[src/rtl/mem_stage_lsu.sv]
// RV32I memory stage: issues loads/stores on a req/gnt/rvalid port, stalls upstream
// until the access completes, and registers the MEM/WB result.
module mem_stage_lsu #(
  parameter int DATA_WIDTH     = 32,
  parameter int REG_ADDR_WIDTH = 5
) (
  input  logic                      clk,
  input  logic                      rst,
  input  logic                      valid_i,
  input  logic                      MemRead_i,
  input  logic                      MemWrite_i,
  input  logic                      RegWrite_i,
  input  logic [2:0]                funct3_i,
  input  logic [DATA_WIDTH-1:0]     alu_result_i,
  input  logic [DATA_WIDTH-1:0]     rs2_data_i,
  input  logic [REG_ADDR_WIDTH-1:0] rd_addr_i,
  output logic                      stall_o,
  output logic                      dmem_req_o,
  output logic                      dmem_we_o,
  output logic [DATA_WIDTH-1:0]     dmem_addr_o,
  output logic [3:0]                dmem_be_o,
  output logic [DATA_WIDTH-1:0]     dmem_wdata_o,
  input  logic                      dmem_gnt_i,
  input  logic                      dmem_rvalid_i,
  input  logic [DATA_WIDTH-1:0]     dmem_rdata_i,
  output logic                      wb_valid_o,
  output logic                      wb_RegWrite_o,
  output logic [REG_ADDR_WIDTH-1:0] wb_rd_addr_o,
  output logic [DATA_WIDTH-1:0]     wb_data_o,
  output logic                      misalign_exc_o
);

  typedef enum logic [1:0] {IDLE, REQ, WAIT_R} state_t;

  state_t                    state_reg, state_next;
  logic                      dmem_req_reg, dmem_req_next;
  logic                      dmem_we_reg, dmem_we_next;
  logic [DATA_WIDTH-1:0]     dmem_addr_reg, dmem_addr_next;
  logic [3:0]                dmem_be_reg, dmem_be_next;
  logic [DATA_WIDTH-1:0]     dmem_wdata_reg, dmem_wdata_next;
  logic [2:0]                funct3_reg, funct3_next;
  logic [1:0]                addr_lo_reg, addr_lo_next;
  logic [REG_ADDR_WIDTH-1:0] rd_reg, rd_next;
  logic                      regwrite_reg, regwrite_next;
  logic                      wb_valid_reg, wb_valid_next;
  logic                      wb_regwrite_reg, wb_regwrite_next;
  logic [REG_ADDR_WIDTH-1:0] wb_rd_reg, wb_rd_next;
  logic [DATA_WIDTH-1:0]     wb_data_reg, wb_data_next;
  logic                      misalign_reg, misalign_next;

  logic                  mem_op, is_store, size_ok, misaligned, access_bad;
  logic [3:0]            store_be;
  logic [DATA_WIDTH-1:0] store_wdata, load_shifted, load_data;

  assign mem_op   = valid_i & (MemRead_i | MemWrite_i);
  assign is_store = MemWrite_i & ~MemRead_i;

  always_comb begin
    if (is_store)
      size_ok = (funct3_i == 3'b000) | (funct3_i == 3'b001) | (funct3_i == 3'b010);
    else
      size_ok = (funct3_i == 3'b000) | (funct3_i == 3'b001) | (funct3_i == 3'b010) |
                (funct3_i == 3'b100) | (funct3_i == 3'b101);
  end

  assign misaligned = ((funct3_i[1:0] == 2'b01) & alu_result_i[0]) |
                      ((funct3_i[1:0] == 2'b10) & (alu_result_i[1:0] != 2'b00));
  assign access_bad = ~size_ok | misaligned;

  always_comb begin
    case (funct3_i[1:0])
      2'b00:   store_be = 4'b0001 << alu_result_i[1:0];
      2'b01:   store_be = 4'b0011 << alu_result_i[1:0];
      default: store_be = 4'b1111;
    endcase
  end

  // Replicate the store operand so every enabled lane already carries the right byte.
  genvar gi;
  generate
    for (gi = 0; gi < 4; gi++) begin : g_store_lane
      assign store_wdata[8*gi +: 8] =
        (funct3_i[1:0] == 2'b00) ? rs2_data_i[7:0] :
        (funct3_i[1:0] == 2'b01) ? rs2_data_i[8*(gi%2) +: 8] :
                                   rs2_data_i[8*gi +: 8];
    end
  endgenerate

  assign load_shifted = dmem_rdata_i >> {addr_lo_reg, 3'b000};

  always_comb begin
    case (funct3_reg)
      3'b000:  load_data = {{(DATA_WIDTH-8){load_shifted[7]}}, load_shifted[7:0]};
      3'b001:  load_data = {{(DATA_WIDTH-16){load_shifted[15]}}, load_shifted[15:0]};
      3'b100:  load_data = {{(DATA_WIDTH-8){1'b0}}, load_shifted[7:0]};
      3'b101:  load_data = {{(DATA_WIDTH-16){1'b0}}, load_shifted[15:0]};
      default: load_data = dmem_rdata_i;
    endcase
  end

  always_comb begin
    state_next       = state_reg;
    stall_o          = 1'b0;
    dmem_req_next    = dmem_req_reg;
    dmem_we_next     = dmem_we_reg;
    dmem_addr_next   = dmem_addr_reg;
    dmem_be_next     = dmem_be_reg;
    dmem_wdata_next  = dmem_wdata_reg;
    funct3_next      = funct3_reg;
    addr_lo_next     = addr_lo_reg;
    rd_next          = rd_reg;
    regwrite_next    = regwrite_reg;
    wb_valid_next    = 1'b0;
    wb_regwrite_next = wb_regwrite_reg;
    wb_rd_next       = wb_rd_reg;
    wb_data_next     = wb_data_reg;
    misalign_next    = 1'b0;
    case (state_reg)
      IDLE: begin
        if (valid_i && !mem_op) begin
          wb_valid_next    = 1'b1;
          wb_regwrite_next = RegWrite_i;
          wb_rd_next       = rd_addr_i;
          wb_data_next     = alu_result_i;
        end else if (mem_op && access_bad) begin
          wb_valid_next    = 1'b1;
          wb_regwrite_next = 1'b0;
          wb_rd_next       = rd_addr_i;
          misalign_next    = 1'b1;
        end else if (mem_op) begin
          stall_o         = 1'b1;
          state_next      = REQ;
          dmem_req_next   = 1'b1;
          dmem_we_next    = is_store;
          dmem_addr_next  = {alu_result_i[DATA_WIDTH-1:2], 2'b00};
          dmem_be_next    = is_store ? store_be : 4'b1111;
          dmem_wdata_next = is_store ? store_wdata : '0;
          funct3_next     = funct3_i;
          addr_lo_next    = alu_result_i[1:0];
          rd_next         = rd_addr_i;
          regwrite_next   = RegWrite_i;
        end
      end
      REQ: begin
        stall_o = 1'b1;
        if (dmem_gnt_i) begin
          dmem_req_next = 1'b0;
          if (dmem_we_reg) begin
            // Store completes on grant, so upstream may advance this cycle.
            stall_o          = 1'b0;
            wb_valid_next    = 1'b1;
            wb_regwrite_next = 1'b0;
            wb_rd_next       = rd_reg;
            state_next       = IDLE;
          end else begin
            state_next = WAIT_R;
          end
        end
      end
      WAIT_R: begin
        stall_o = ~dmem_rvalid_i;
        if (dmem_rvalid_i) begin
          wb_valid_next    = 1'b1;
          wb_regwrite_next = regwrite_reg;
          wb_rd_next       = rd_reg;
          wb_data_next     = load_data;
          state_next       = IDLE;
        end
      end
      default: state_next = IDLE;
    endcase
  end

  always_ff @(posedge clk or posedge rst) begin
    if (rst) begin
      state_reg       <= IDLE;
      dmem_req_reg    <= 1'b0;
      dmem_we_reg     <= 1'b0;
      dmem_addr_reg   <= '0;
      dmem_be_reg     <= '0;
      dmem_wdata_reg  <= '0;
      funct3_reg      <= '0;
      addr_lo_reg     <= '0;
      rd_reg          <= '0;
      regwrite_reg    <= 1'b0;
      wb_valid_reg    <= 1'b0;
      wb_regwrite_reg <= 1'b0;
      wb_rd_reg       <= '0;
      wb_data_reg     <= '0;
      misalign_reg    <= 1'b0;
    end else begin
      state_reg       <= state_next;
      dmem_req_reg    <= dmem_req_next;
      dmem_we_reg     <= dmem_we_next;
      dmem_addr_reg   <= dmem_addr_next;
      dmem_be_reg     <= dmem_be_next;
      dmem_wdata_reg  <= dmem_wdata_next;
      funct3_reg      <= funct3_next;
      addr_lo_reg     <= addr_lo_next;
      rd_reg          <= rd_next;
      regwrite_reg    <= regwrite_next;
      wb_valid_reg    <= wb_valid_next;
      wb_regwrite_reg <= wb_regwrite_next;
      wb_rd_reg       <= wb_rd_next;
      wb_data_reg     <= wb_data_next;
      misalign_reg    <= misalign_next;
    end
  end

  assign dmem_req_o     = dmem_req_reg;
  assign dmem_we_o      = dmem_we_reg;
  assign dmem_addr_o    = dmem_addr_reg;
  assign dmem_be_o      = dmem_be_reg;
  assign dmem_wdata_o   = dmem_wdata_reg;
  assign wb_valid_o     = wb_valid_reg;
  assign wb_RegWrite_o  = wb_regwrite_reg;
  assign wb_rd_addr_o   = wb_rd_reg;
  assign wb_data_o      = wb_data_reg;
  assign misalign_exc_o = misalign_reg;

endmodule

[config.mk]
export PLATFORM = sky130hd
export DESIGN_NAME = mem_stage_lsu
export DESIGN_NICKNAME = d
export VERILOG_FILES = /design/src/rtl/mem_stage_lsu.sv
export SDC_FILE = /design/constraint.sdc
export NUM_CORES = 1
export LEC_CHECK = 0
export ABC_AREA = 1
export CAP_MARGIN = 20
export CORE_UTILIZATION = 41
export DETAILED_ROUTE_END_ITERATION = 7
export MAX_ROUTING_LAYER = met4
export PLACE_DENSITY = 0.77
export SYNTH_ARGS = -nofsm -noshare
export SYNTH_HDL_FRONTEND = slang
export SYNTH_SLANG_ARGS = --single-unit
[constraint.sdc]
create_clock -name clk -period 3.5 [get_ports clk]
set_input_delay 0.35 -clock clk [delete_from_list [all_inputs] [get_ports clk]]
set_output_delay 0.35 -clock clk [all_outputs]
set_load 0.01 [all_outputs]
==> flow_metrics.env <==
export IMPL_vdd_drop_max_mv=0.5342
export IMPL_ys_ff_latch=121
export IMPL_synthArstFlopShare=1.000
export IMPL_syn_area_sq_um=6152
export IMPL_setup_viol=0
export IMPL_cts_hold_fix_buffers=0
export IMPL_cts_tree="built"
export IMPL_antenna_found_initial=0
export IMPL_hold_violations=0
export IMPL_final_cells=1219
export IMPL_crit_top_cell="a21oi_1"
export IMPL_maxUsedRoutingLayer="met4"
export IMPL_route_met3_wl_microns=1518
export IMPL_run_status="completed"
export IMPL_clkTransAtPathRegs_ns=0.06
export IMPL_grt_max_degree=99
export IMPL_grt_pass1_wl_microns=32480
export IMPL_globalplace_congestion=0.9252
export IMPL_via_per_inst=5.234
export IMPL_ys_seq_area_frac=0.4922
export IMPL_period_needed_ns=2.988
export IMPL_period_share=0.8536
export IMPL_end_kind="flip-flop"
export IMPL_crit_start="state_reg[0]"
export IMPL_cts_resized_gates=0
export IMPL_syn_avg_cell_area_sq_um=7.484
export IMPL_coreArea_sq_um=14590
export IMPL_fmax_ghz=0.3347
export IMPL_syn_inst=822
export IMPL_wl_met2_microns=9517
export IMPL_tns_ns=0
export IMPL_wire_per_inst_microns=16.39
export IMPL_drtIter0Drc=571
export IMPL_grt_remaining_overflow=0
export IMPL_leakagePower_uw=0.004262
export IMPL_cap_viol_max_count=0
export IMPL_clkSinkCount=121
export IMPL_pwr_share_clk=0.227
export IMPL_postRouteAntennaNets=0
export IMPL_clock_path_buffers=2
export IMPL_dieArea_sq_um=15500
export IMPL_start_util=0.4217
export IMPL_grtUsageTotal=0.2718
export IMPL_cp_arrival_ns=3.27
export IMPL_routed_wl_microns=19980
export IMPL_yosys_cell_count_top_type="nand2_1"
export IMPL_holdWs_ns=0.4498
export IMPL_tightest_slew_ns=0.9835
export IMPL_place_hpwl_microns=13710
export IMPL_drc=0
export IMPL_ys_flop_type="dfrtp_1"
export IMPL_crit_chain="inv_1 -> ha_1 -> inv_2 -> o21ai_2 -> nand2_2 -> a21oi_1 -> a21oi_1"
export IMPL_area_growth_pct=46.98
export IMPL_rows=44
export IMPL_die_h_microns=124.5
export IMPL_crit_type="reg -> reg"
export IMPL_p_int_uw=4690
export IMPL_slowest_delay_ns=0.73
export IMPL_rsz0062_at_grt="false"
export IMPL_yosysTopAreaCell="dfrtp_1"
export IMPL_vias=6380
export IMPL_r2r_slack_ns=0.51
export IMPL_synth_top_area_frac=0.4922
export IMPL_pwr_share_comb=0.447
export IMPL_pin_count=223
export IMPL_slew_limit_headroom=0.3444
export IMPL_port_buffers=220
export IMPL_cts_root_buf="clkbuf_16"
export IMPL_fin_nets=1140
export IMPL_reg2reg_depth=7
export IMPL_crit_path_max_fanout=49
export IMPL_finClkSkew_ns=0.008214
export IMPL_ys_types=29
export IMPL_grt_pass1_vias=6265
export IMPL_pwr_share_seq=0.326
export IMPL_firstDrtPassIters=6
export IMPL_m1WireLength_microns=8621
export IMPL_switching_share=0.3771
export IMPL_cp_slowest_cell="nand2_2"
export IMPL_synth_edf_count=0
export IMPL_yosysWarnings=0
export IMPL_h_tree_depth=4
export IMPL_insertion_delay_ns=0.42
export IMPL_cp_start_kind="flip-flop"
export IMPL_dpl_cell_count=1189
export IMPL_r2r_end="wb_data_o[6]"
export IMPL_synth_area_leaders="dfrtp_1, nand2_1, a21oi_1"
export IMPL_die_w_microns=124.5
export IMPL_switchingPower_uw=2840
export IMPL_hold_class="in -> async"
export IMPL_regToRegStartpoint="state_reg[0]"
export IMPL_synthTopCellsByCount="nand2_1, dfrtp_1, a21oi_1, inv_1, o21ai_0"
export IMPL_slew_violations=0
export IMPL_drive_gt1_frac=0.05217
export IMPL_power_per_cell_area_nw_per_um2=832.7
export IMPL_antenna_cells=0
export IMPL_cts_setup_buffers=0
export IMPL_cts_buffers=17
export IMPL_cp_required_ns=3.79
[logic make-up after synthesis]
family,Yosys count,synth area share
other,1,0.0006095
buffers and inverters,120,0.08033
AO/OA/AOI/OAI,216,0.1851
adder cells (fa/ha/maj),4,0.008135
flip-flops,121,0.4922
AND/OR/NAND/NOR,360,0.2337
[per-stage QoR]
| step | total power (uW) | util | setup WS, ns | cell area, sq um |
|---|---|---|---|---|
| 3_5_place_dp | 5791 | 0.5807 | 0.6151 | 8472 |
| 4_1_cts | 7546 | 0.6198 | 0.5445 | 9042 |
| 2_1_floorplan | 4116 | - | 1.587 | 6160 |
| 6_report | 7530 | 0.6198 | 0.5124 | 9042 |
| 3_3_place_gp | 5719 | 0.5807 | 0.7447 | 8472 |
| 5_1_grt | 8032 | 0.6198 | 0.2876 | 9042 |
[layout by cell type (no fill, tap or decap), drive strengths merged]
cell / count
o21ai: 105
conb: 2
a31oi: 8
a211oi: 1
o2111ai: 6
nand3: 35
buf: 10
bufinv: 2
nor2: 30
a22oi: 4
dfrtp: 121
clkdlybuf4s50: 220
o21bai: 1
o211ai: 1
inv: 70
clkbuf: 22
ha: 4
clkinvlp: 2
nand2: 290
clkinv: 6
a21oi: 90
nor3: 5
[final cells by class]
cell class	count	area (sq um)
Fill cell	1305	5547
Multi-Input combinational cell	582	2636
Tap cell	184	230.2
Timing Repair Buffer	230	2302
Inverter	72	275.3
Clock buffer	22	474.2
Sequential cell	121	3028
Clock inverter	8	96.34
[per-layer routing]
metal | up-vias | global-route usage
met3 | 30 | 0.07088
met4 | 0 | 0.07867
met2 | 272 | 0.4306
li1 | 3065 | -
met1 | 3013 | 0.3422
met5 | - | -
[worst max-delay path: cells and delay by family, from the launching register on]
family | cells | cell delay [ns]
AO/OA/AOI/OAI | 3 | 1.09
adder cells (fa/ha/maj) | 1 | 0.45
flip-flops | 1 | 0.40
AND/OR/NAND/NOR | 1 | 0.73
buffers and inverters | 2 | 0.17
[worst max-delay path by stage]
stage                                to  slack (ns)  cells after the start
after floorplan                 stall_o        1.59                      8
after global placement    wb_data_o[18]        0.74                      8
after detailed placement  wb_data_o[17]        0.62                      8
after global routing      wb_data_o[23]        0.29                      8
final                      wb_data_o[6]        0.51                      7
after CTS                  wb_data_o[6]        0.54                      7
[power by group through the flow]
| stage | Sequential, uW | Clock [uW] | Combinational, uW |
|---|---|---|---|
| after floorplan | 2580 | 0 | 1540 |
| after global placement | 2440 | 0 | 3280 |
| after detailed placement | 2450 | 0 | 3340 |
| after CTS | 2450 | 1730 | 3370 |
| after global routing | 2530 | 1790 | 3700 |
| final | 2460 | 1710 | 3360 |
(Power assumes the default switching activity.)
